$ cat src/rtl/fp_to_int.sv
// fp_to_int: multi-cycle IEEE-754 single-precision to signed integer converter.
// Truncates toward zero (C cast semantics). Special operands (NaN, Inf,
// out-of-range, |x| < 1) resolve in the UNPACK cycle; ordinary values walk
// the significand one bit per clock in SHIFT, then apply the sign in SIGN.
// A start request is honoured in every state and abandons any work in flight.

module fp_to_int #(
    parameter int OUT_W = 32
) (
    input  logic             clk,
    input  logic             reset,
    input  logic             start,
    input  logic [31:0]      a,
    output logic [OUT_W-1:0] result,
    output logic             done,
    output logic             invalid,
    output logic             inexact
);

    // ------------------------------------------------------------------
    // Constants
    // ------------------------------------------------------------------
    localparam logic [OUT_W-1:0] INT_MAX  = {1'b0, {(OUT_W-1){1'b1}}};
    localparam logic [OUT_W-1:0] INT_MIN  = {1'b1, {(OUT_W-1){1'b0}}};
    // Biased exponent at which the magnitude no longer fits in OUT_W-1 bits.
    localparam logic [7:0]       EXP_SAT  = 8'(127 + OUT_W - 1);
    // Biased exponent for which the hidden bit already sits at weight 2^23,
    // i.e. the 24-bit significand needs no shift at all.
    localparam logic [7:0]       EXP_ZERO = 8'd150;
    localparam logic [7:0]       EXP_ONE  = 8'd127;
    localparam logic [7:0]       EXP_MAX  = 8'd255;

    typedef enum logic [2:0] {
        IDLE,
        UNPACK,
        SHIFT,
        SIGN,
        DONE
    } state_t;

    state_t state;
    state_t state_next;

    // ------------------------------------------------------------------
    // Datapath registers
    // ------------------------------------------------------------------
    logic [31:0] a_reg;     // captured operand
    logic [31:0] mag;       // significand being aligned to the binary point
    logic [4:0]  ctr;       // remaining single-bit shifts
    logic        dir_left;  // 1: shift toward MSB, 0: shift toward LSB
    logic        sticky;    // OR of every bit dropped off the right end

    // ------------------------------------------------------------------
    // Operand decode (from the captured copy, valid in UNPACK)
    // ------------------------------------------------------------------
    logic        sign_bit;
    logic [7:0]  exp_f;
    logic [22:0] mant;
    logic        is_nan;
    logic        is_big;
    logic        is_min_exact;
    logic        is_small;
    logic        is_special;
    logic        shift_left;
    logic [4:0]  shift_amt;

    assign sign_bit     = a_reg[31];
    assign exp_f        = a_reg[30:23];
    assign mant         = a_reg[22:0];

    assign is_nan       = (exp_f == EXP_MAX) && (mant != 23'd0);
    // Infinity also lands here: its exponent is above EXP_SAT and it
    // saturates by sign exactly like any other overflow.
    assign is_big       = (exp_f >= EXP_SAT);
    // -2^(OUT_W-1) is representable, so that single value is not an overflow.
    assign is_min_exact = sign_bit && (exp_f == EXP_SAT) && (mant == 23'd0);
    assign is_small     = (exp_f < EXP_ONE);
    assign is_special   = is_nan || is_big || is_small;

    assign shift_left   = (exp_f > EXP_ZERO);
    // Only reached for exponents 127..EXP_SAT-1, so |E-23| <= 23 fits 5 bits.
    assign shift_amt    = shift_left ? 5'(exp_f - EXP_ZERO) : 5'(EXP_ZERO - exp_f);

    // ------------------------------------------------------------------
    // Special-case outcome, selected in UNPACK
    // ------------------------------------------------------------------
    logic [OUT_W-1:0] sp_result;
    logic             sp_invalid;
    logic             sp_inexact;

    // Resolve NaN / overflow / sub-unity operands to their final flags and value.
    always_comb begin
        // NOTE: every output of a combinational block gets a default first,
        // so no path through the if/else chain can leave it unassigned
        // and infer a latch.
        sp_result  = '0;
        sp_invalid = 1'b0;
        sp_inexact = 1'b0;
        if (is_nan) begin
            sp_result  = INT_MIN;
            sp_invalid = 1'b1;
        end else if (is_big) begin
            if (is_min_exact) begin
                sp_result = INT_MIN;
            end else begin
                sp_result  = sign_bit ? INT_MIN : INT_MAX;
                sp_invalid = 1'b1;
            end
        end else if (is_small) begin
            // Zero (either sign) is exact; anything else below 1.0 loses bits.
            sp_inexact = |a_reg[30:0];
        end
    end

    // ------------------------------------------------------------------
    // Sign application for the normal path
    // ------------------------------------------------------------------
    logic [31:0] mag_signed;

    assign mag_signed = sign_bit ? (32'd0 - mag) : mag;

    // ------------------------------------------------------------------
    // FSM
    // ------------------------------------------------------------------

    // State register with synchronous active-low reset.
    always_ff @(posedge clk) begin
        // NOTE: registers are updated with non-blocking assignments so every
        // flop samples the pre-edge values, independent of statement order.
        if (!reset) begin
            state <= IDLE;
        end else begin
            state <= state_next;
        end
    end

    // Next-state selection; a new request always wins over the current walk.
    always_comb begin
        state_next = state;
        if (start) begin
            state_next = UNPACK;
        end else begin
            unique case (state)
                IDLE:    state_next = IDLE;
                UNPACK:  state_next = is_special ? DONE : SHIFT;
                SHIFT:   state_next = (ctr == 5'd0) ? SIGN : SHIFT;
                SIGN:    state_next = DONE;
                DONE:    state_next = DONE;
                default: state_next = IDLE;
            endcase
        end
    end

    // Datapath: operand capture, significand alignment and result write-back.
    always_ff @(posedge clk) begin
        // NOTE: the whole datapath is reset, not just the control state, so
        // the outputs are defined zeros straight out of reset.
        if (!reset) begin
            a_reg    <= '0;
            mag      <= '0;
            ctr      <= '0;
            dir_left <= 1'b0;
            sticky   <= 1'b0;
            result   <= '0;
            done     <= 1'b0;
            invalid  <= 1'b0;
            inexact  <= 1'b0;
        end else if (start) begin
            a_reg   <= a;
            done    <= 1'b0;
            invalid <= 1'b0;
            inexact <= 1'b0;
        end else begin
            unique case (state)
                UNPACK: begin
                    if (is_special) begin
                        result  <= sp_result;
                        invalid <= sp_invalid;
                        inexact <= sp_inexact;
                        done    <= 1'b1;
                    end else begin
                        mag      <= {8'd0, 1'b1, mant};
                        ctr      <= shift_amt;
                        dir_left <= shift_left;
                        sticky   <= 1'b0;
                    end
                end
                SHIFT: begin
                    if (ctr != 5'd0) begin
                        if (dir_left) begin
                            mag <= {mag[30:0], 1'b0};
                        end else begin
                            mag    <= {1'b0, mag[31:1]};
                            sticky <= sticky | mag[0];
                        end
                        ctr <= ctr - 5'd1;
                    end
                end
                SIGN: begin
                    result  <= mag_signed[OUT_W-1:0];
                    inexact <= sticky;
                    done    <= 1'b1;
                end
                default: begin
                    // IDLE and DONE hold every register.
                end
            endcase
        end
    end

endmodule

$ cat config.mk
export PLATFORM = sky130hd
export DESIGN_NAME = fp_to_int
export DESIGN_NICKNAME = d
export VERILOG_FILES = /design/src/rtl/fp_to_int.sv
export SDC_FILE = /design/constraint.sdc
export NUM_CORES = 1
export LEC_CHECK = 0
export CORE_MARGIN = 8
export CORE_UTILIZATION = 40
export DETAILED_ROUTE_END_ITERATION = 12
export MAX_ROUTING_LAYER = met4
export PLACE_DENSITY_LB_ADDON = 0.05
export SYNTH_ARGS = -nofsm -noshare
export SYNTH_HDL_FRONTEND = slang
export SYNTH_SLANG_ARGS = --single-unit
$ cat constraint.sdc
create_clock -name clk -period 5.1 [get_ports clk]
set_clock_uncertainty 0.15 [all_clocks]
set_input_delay 1.53 -clock clk [delete_from_list [all_inputs] [get_ports clk]]
set_output_delay 1.53 -clock clk [all_outputs]
set_load 0.02 [all_outputs]
* Yosys cells after proc, flatten, opt, wreduce, memory -nomap -nowiden
Index checks and enable logic that the tools add are counted.
** Operators by class
- Add/subtract/negate cells :: 4
- Order comparisons :: 3
- Equality and inequality tests :: 10
- Mux-type cells :: 33
- Bitwise gates (word level) :: 4
- Reductions and logical operators :: 20
** Operator list (number)
- 32-bit 2-to-1 mux :: 9
- 32-bit one-hot mux with 2 select lines :: 2
- 1-bit by 32-bit subtractor with 32-bit output (first input constant) :: 1
- 31-bit OR reduction :: 1
- 23-bit logical NOT :: 1
- 23-bit nonzero test :: 1
- 8-bit == test (second input constant) :: 2
- 5-bit 2-to-1 mux :: 3
- 1-bit 2-to-1 mux :: 13
- 5-bit one-hot mux with 2 select lines :: 1
- 3-bit one-hot mux with 3 select lines :: 1
- 8-bit >= comparator (second input constant) :: 1
- 8-bit greater-than comparator (second input constant) :: 1
- 8-bit by 7-bit < comparator with 1-bit output (second input constant) :: 1
- 2-bit != test (second input constant) :: 4
- 3-bit by 2-bit == test with 1-bit output (second input constant) :: 2
- 1-bit one-hot mux with 2 select lines :: 3
- 3-bit AND reduction :: 2
- 5-bit logical NOT :: 1
- 5-bit AND reduction :: 1
- 5-bit nonzero test :: 1
- 5-bit by 1-bit subtractor with 5-bit output (second input constant) :: 1
- 5-bit subtractor (first input constant) :: 1
- 5-bit subtractor (second input constant) :: 1
- 11 further kinds :: 19
** Storage, ports and cells
- Register bits :: 109
- Output and inout bits :: 35
- Word-level logic and storage cells :: 85

* Longest topological paths before layout
Gate-level depths: netlist of run 1.
- Word-level depth :: 8
- Gate-level depth with buffers :: 8
- Mapped depth without buffers :: 7

* Least setup slack after synthesis of run 1
OpenSTA, ideal clock, no wires.
- Path type :: input -> register
- Start :: in start
- End :: reg a_reg[27]
- Arrival :: 2612 ps
- Required time :: 4822 ps
- Slack :: 2211 ps
- Stages :: 4
- Path buffers :: 2
- Cells stage by stage :: buf_1 > buf_1 > mux2i_1 > nor2_1
** RTL lines
- from (decl) :: RTL line 12 : input logic start,
- to (signal assigned) :: RTL line 159 : a_reg <= '0;
- to (signal assigned) :: RTL line 169 : a_reg <= a;
- to (decl) :: RTL line 47 : logic [31:0] a_reg;

==> run_results.csv, run 1 <==
group,metric,value,unit
layout,register_area,2182,sq um
yosys,synthAdderAreaFrac,0.01510,
place,detailedPlacementHpwl,11180,um
layout,mostFrequentLayoutCell,"sky130_fd_sc_hd__dfxtp_1",
clock_network,tritoncts.num_buffers,9,
yosys,post_synthesis_async_set_or_reset_flop_share,0,
clock_network,clock_sinks,109,
global_routing,grt_first_pass_wirelength,25720,um
floorplan,initial_core_util,0.4036,
global_routing,globalRouteOverflowTotal,0,
critical_path,worstPathArrival,3.78,ns
drt,postRouteWirelength,15820,um
layout,filler_cell_count,1396,
layout,flow.area_growth_from_synthesis,18.27,%
yosys,largest_family_of_logic_cells_by_synthesized_area,"compound AO/OA/AOI/OAI gates",
yosys,netlist_instances,699,
power_and_ir_drop,power_frac_comb,0.105,
power_and_ir_drop,power_density,261.6,nW/um^2
clock_network,cts.hold.buffers_added,0,
drt,average_vias_per_placed_instance,5.617,
clock_network,cts_root_buffer,"sky130_fd_sc_hd__clkbuf_16",
power_and_ir_drop,peak_supply_drop,0.1623,mV
floorplan,dieArea,18610,sq um
global_routing,grt_antenna_before_repair,0,
layout,finalNetCount,772,
yosys,count_of_flip_flops_with_a_built_in_enable_after_synthesis,0,
global_routing,number_of_global_route_vias_before_repair,4757,
floorplan,core.rowCount,44,
power_and_ir_drop,power.static_leakage,2.393,nW
power_and_ir_drop,power.net_switching,465.3,uW
clock_network,post_cts.repair.setup_buffers,0,
power_and_ir_drop,power.switching_fraction,0.2593,
yosys,synth_ff_type,"sky130_fd_sc_hd__dfxtp_1",
yosys,synth_mux_area_frac,0.1124,
drt,detailroute.via_count,5162,
clock_network,h-tree-depth,3,
sta,unrepaired_setup_endpoints_after_global_routing,"false",
layout,post-route-util,0.4774,
place,port-buffer-count,69,
floorplan,core_region,14370,sq um
sta,timing_hold_violations_final,0,
sta,slew_headroom,0.2010,
drt,number_of_iterations_in_the_first_detailed_routing_pass,4,
yosys,synth_simple_gate_area_share,0.1868,
yosys,synth.yosys.warnings,0,
critical_path,critPathLaunchType,"input port",
drt,drc_errors,0,
critical_path,crit_fanout,33,
floorplan,floorplan.io_pins,70,
yosys,synth-xor-area-share,0.03474,
clock_network,cts-root-to-sink-buffers,2,
sta,final-setup-viol-count,0,
sta,fmax,273.7,MHz
critical_path,worstPathRequired,5.22,ns
yosys,mean_syn_cell_area,8.297,sq um
yosys,post_synthesis_register_bit_count,109,
drt,dr.first_iter.drc_count,377,
clock_network,tritoncts,"yes",
clock_network,clkSlewWorstSetupHoldPaths,0.07,ns
layout,most-common-layout-cells,"109 x sky130_fd_sc_hd__dfxtp_1, 79 x sky130_fd_sc_hd__nand2_1, 68 x sky130_fd_sc_hd__clkdlybuf4s50_1, 56 x sky130_fd_sc_hd__nor2_1, 55 x sky130_fd_sc_hd__mux2i_1",
layout,ratio_of_cells_with_drive_above_1_in_the_final_layout,0.07075,
power_and_ir_drop,clockPowerShare,0.390,
yosys,mappedNetlistNets,741,
sta,period_share,0.7165,
floorplan,dieWidth,136.4,um
drt,routed_wire_length_per_instance,17.21,um
run,maxCapViolations,0,
place,gpl.final_weighted_congestion,0.8359,
global_routing,grt_use_total,0.1771,
yosys,synth_seq_area_share,0.3763,
yosys,synth_compound_area_frac,0.2181,
global_routing,largest_net_degree_at_the_start_of_global_routing,57,
clock_network,insertion_delay,0.36,ns
yosys,post_synth_num_cell_types,69,
power_and_ir_drop,internal_power,1.329,mW
layout,multi_input_comb_area,3307,sq um
sta,timing.final.max_slew_violations,0,
critical_path,critPathCaptureType,"register",
clock_network,cts-resized-gates,0,
yosys,mappedNetlistArea,5799,sq um
outcome,run_status,"completed",
power_and_ir_drop,power.share.sequential,0.505,
drt,antenna_violating_nets_post_route,0,
critical_path,timing_worst_setup_path_type,"in -> reg",
sta,worst_slew_pin_slew,1.198,ns
layout,diodes,0,
sta,post-route-min-period,3.654,ns
floorplan,die_y,136.4,um
sta,total_negative_slack_for_setup_checks,0,ns
min_path,hold_path_class,"reg -> reg",
[power by group through the flow]
stage                     logic [mW]  clock network [mW]  registers (mW)
after floorplan                0.106                   0           0.926
after CTS                      0.190               0.720           0.907
after global routing           0.206               0.751           0.912
after global placement         0.186                   0           0.925
after detailed placement       0.189                   0           0.927
final                          0.188               0.700           0.907
[cell usage after synthesis (14+ instances only)]
cell type	number	share of area
sky130_fd_sc_hd__a21oi_1	54	0.047
sky130_fd_sc_hd__nand2_1	79	0.051
sky130_fd_sc_hd__o211ai_1	27	0.035
sky130_fd_sc_hd__inv_1	19	0.012
sky130_fd_sc_hd__nor2_1	56	0.036
sky130_fd_sc_hd__clkbuf_1	37	0.024
sky130_fd_sc_hd__mux2i_1	55	0.095
sky130_fd_sc_hd__o21ai_0	37	0.032
sky130_fd_sc_hd__or3_1	15	0.016
sky130_fd_sc_hd__nand3_1	16	0.014
sky130_fd_sc_hd__xor2_1	14	0.021
sky130_fd_sc_hd__dfxtp_1	109	0.38
[through the flow]
stage          area, sq um  std cells  power [mW]  setup WS (ns)  hold WS, ns
2_1_floorplan         5799        699       1.032          2.211       0.2964
3_3_place_gp          6563        903       1.111          1.131       0.2866
3_5_place_dp          6563        903       1.116          1.060       0.2939
4_1_cts               6859        919       1.816          1.441       0.3056
5_1_grt               6859        919       1.869          1.214       0.3247
6_report              6859        919       1.794          1.446       0.3023
[logic make-up after synthesis]
| logic type | after synthesis |
|---|---|
| muxes | 64 |
| DFF | 109 |
| and+or+nand+nor | 223 |
| xor gates and xnor gates | 23 |
| AOI/OAI and AO/OA | 193 |
| adders and majority gates | 7 |
| buffers and inverters | 80 |
[per-layer routing]
layer / track usage / vias to the layer above / part of all wire
met2: 0.2431 / 110 / 0.42
li1: - / 2597 / -
met5: - / - / 0
met3: 0.02513 / 14 / 0.049
met1: 0.2562 / 2441 / 0.52
met4: 0.06345 / 0 / 0.013
[critical path: stages]
cell	delay [ns]
sky130_fd_sc_hd__clkdlybuf4s50_1	0.46
sky130_fd_sc_hd__buf_4	0.31
sky130_fd_sc_hd__clkinv_1	0.52
sky130_fd_sc_hd__nor2_1	0.40
sky130_fd_sc_hd__nand2_1	0.29
sky130_fd_sc_hd__o221ai_1	0.26
[area by class of cell]
cell class              count  area share
clock buffers              11     0.03685
clock inverters             5    0.006385
inverters                  20     0.01094
multi-input cells         510      0.4821
flip-flops and latches    109      0.3181
well taps                 184     0.03356
repair buffers             80      0.1120
[final timing paths]
kind	from	to	slack [ns]	cells past startpoint
setup / recovery	reset	result[23]$_SDFFE_PN0P_	1.45	6
setup reg to reg	a_reg[23]$_SDFFE_PN0P_	mag[19]$_SDFFE_PN0P_	1.74	8
hold reg to reg	done$_SDFFE_PP0P_	done$_SDFFE_PP0P_	0.30	2
hold / removal	done$_SDFFE_PP0P_	done$_SDFFE_PP0P_	0.30	2
Note: power is estimated with default switching activity, not from simulation.
==> inputs of run 2 (changes only) <==
==> constraint.sdc (replaced) <==
create_clock -name clk -period 3.77 [get_ports clk]
set_clock_uncertainty 0.15 [all_clocks]
set_input_delay 1.131 -clock clk [delete_from_list [all_inputs] [get_ports clk]]
set_output_delay 1.131 -clock clk [all_outputs]
set_load 0.02 [all_outputs]
==> run 2 against run 1 <==
Net effect:
- utilization rose by 0.24 points
- sequential power rose by 36%
- global-route usage fell by 0.10 points
- final cell count rose by 0.11%
- worst hold slack got worse by 0.0033 ns
- die area did not move
- clock-buffer cell count fell by 2
- sequential share of layout area fell by 0.16 points
- final area rose by 0.51%
- routed wire length fell by 0.39%
- register-to-register slack got worse by 0.80 ns
- largest power group unchanged
==> run_results.csv, run 2 (same netlist as run 1, synthesis figures left out) <==
group,metric,value,unit
outcome,run_status,"completed",
layout,register_area,2182,sq um
layout,most-common-layout-cells,"109 x sky130_fd_sc_hd__dfxtp_1, 79 x sky130_fd_sc_hd__nand2_1, 68 x sky130_fd_sc_hd__clkdlybuf4s50_1, 56 x sky130_fd_sc_hd__nor2_1, 55 x sky130_fd_sc_hd__mux2i_1",
floorplan,core.rowCount,44,
sta,timing.final.max_slew_violations,0,
global_routing,grt_use_total,0.1761,
layout,ratio_of_cells_with_drive_above_1_in_the_final_layout,0.07201,
sta,fmax,353.1,MHz
floorplan,die_y,136.4,um
critical_path,worstPathRequired,3.88,ns
layout,flow.area_growth_from_synthesis,18.88,%
power_and_ir_drop,power.switching_fraction,0.2556,
global_routing,grt_first_pass_wirelength,25670,um
clock_network,clock_sinks,109,
floorplan,initial_core_util,0.4036,
clock_network,cts-root-to-sink-buffers,2,
sta,final-setup-viol-count,0,
power_and_ir_drop,power.static_leakage,2.410,nW
layout,filler_cell_count,1404,
power_and_ir_drop,power.share.sequential,0.501,
place,dpl-instance-area,6595,sq um
drt,drc_errors,0,
floorplan,floorplan.io_pins,70,
sta,post-route-min-period,2.832,ns
min_path,whs_path_depth,2,
place,port-buffer-count,69,
sta,slew_headroom,0.3784,
clock_network,clkSlewWorstSetupHoldPaths,0.08,ns
sta,worst_slew_pin_slew,0.9324,ns
layout,final_cell_area,6894,sq um
drt,antenna_violating_nets_post_route,0,
global_routing,number_of_global_route_vias_before_repair,4798,
layout,mostFrequentLayoutCell,"sky130_fd_sc_hd__dfxtp_1",
power_and_ir_drop,clockPowerShare,0.396,
sta,final_critical_path_setup_slack,0.9376,ns
global_routing,largest_net_degree_at_the_start_of_global_routing,41,
critical_path,critPathLaunchType,"register",
drt,number_of_iterations_in_the_first_detailed_routing_pass,4,
clock_network,insertion_delay,0.35,ns
place,dpl_worst_slack,0.7118,ns
power_and_ir_drop,peak_supply_drop,0.1904,mV
clock_network,cts_root_buffer,"sky130_fd_sc_hd__clkbuf_16",
global_routing,globalRouteOverflowTotal,0,
critical_path,worst_r2r_path_depth,8,
drt,routed_wire_length_per_instance,17.13,um
critical_path,critPathCaptureType,"register",
place,placed_cells_incl_taps,904,
place,gpl.final_weighted_congestion,0.8299,
critical_path,worstPathArrival,2.94,ns
drt,average_vias_per_placed_instance,5.612,
clock_network,cts-resized-gates,0,
global_routing,grt_antenna_before_repair,0,
floorplan,dieWidth,136.4,um
layout,multi_input_comb_area,3307,sq um
clock_network,h-tree-depth,3,
place,detailedPlacementHpwl,11330,um
layout,finalNetCount,773,
critical_path,timing_worst_setup_path_type,"reg -> reg",
power_and_ir_drop,internal_power,1.825,mW
power_and_ir_drop,report.power.total,2.451,mW
clock_network,tritoncts,"yes",
layout,final_non_filler_cell_total,920,
sta,unrepaired_setup_endpoints_after_global_routing,"false",
power_and_ir_drop,power.net_switching,626.4,uW
min_path,hold_path_class,"reg -> reg",
sta,timing_hold_violations_final,0,
power_and_ir_drop,power_frac_comb,0.103,
clock_network,post_cts.repair.setup_buffers,0,
power_and_ir_drop,power_density,355.6,nW/um^2
sta,period_share,0.7513,
floorplan,core_region,14370,sq um
critical_path,crit_fanout,24,
sta,fin_worst_hold_slack,0.2990,ns
clock_network,cts.hold.buffers_added,0,
drt,detailroute.via_count,5163,
drt,postRouteWirelength,15760,um
run,maxCapViolations,0,
layout,post-route-util,0.4798,
layout,diodes,0,
sta,total_negative_slack_for_setup_checks,0,ns
floorplan,dieArea,18610,sq um
clock_network,tritoncts.num_buffers,9,
drt,dr.first_iter.drc_count,429,
run 2: cell type report:
class / instances / area share
Multi-Input combinational cell: 510 / 0.4797
Sequential cell: 109 / 0.3165
Timing Repair Buffer: 81 / 0.1162
Tap cell: 184 / 0.03339
Clock buffer: 9 / 0.03267
Inverter: 20 / 0.01089
Clock inverter: 7 / 0.01071
run 2: critical path, cell delays in order (launching register included):
cell and delay [ns]:
sky130_fd_sc_hd__dfxtp_1 0.48, sky130_fd_sc_hd__inv_1 0.08, sky130_fd_sc_hd__ha_1 0.21, sky130_fd_sc_hd__o2111a_1 0.30, sky130_fd_sc_hd__nor3b_1 0.47, sky130_fd_sc_hd__o311a_1 0.53, sky130_fd_sc_hd__buf_12 0.23, sky130_fd_sc_hd__nor2_1 0.05
sky130_fd_sc_hd__a311oi_1 0.23
run 2: worst paths after layout:
| check | slack [ns] | endpoint | startpoint |
|---|---|---|---|
| worst min-delay path | 0.30 | done$_SDFFE_PP0P_ | done$_SDFFE_PP0P_ |
| worst max register to register | 0.94 | mag[0]$_SDFFE_PN0P_ | a_reg[23]$_SDFFE_PN0P_ |
| worst min register to register | 0.30 | done$_SDFFE_PP0P_ | done$_SDFFE_PP0P_ |
| worst max-delay path | 0.94 | mag[0]$_SDFFE_PN0P_ | a_reg[23]$_SDFFE_PN0P_ |
run 2: per-layer routing:
metal | track usage | wire, um | up-vias
met5 | - | 0 | -
met4 | 0.06040 | 227 | 0
met3 | 0.02587 | 695 | 13
met2 | 0.2461 | 6647 | 114
met1 | 0.2514 | 8185 | 2433
li1 | - | - | 2603
run 2: power groups by stage:
| stage | sequential (mW) | clock, mW | combinational [mW] |
|---|---|---|---|
| 2_1_floorplan | 1.25 | 0 | 0.144 |
| 3_3_place_gp | 1.25 | 0 | 0.250 |
| 3_5_place_dp | 1.26 | 0 | 0.254 |
| 4_1_cts | 1.23 | 1.00 | 0.255 |
| 5_1_grt | 1.24 | 1.04 | 0.278 |
| 6_report | 1.23 | 0.970 | 0.253 |
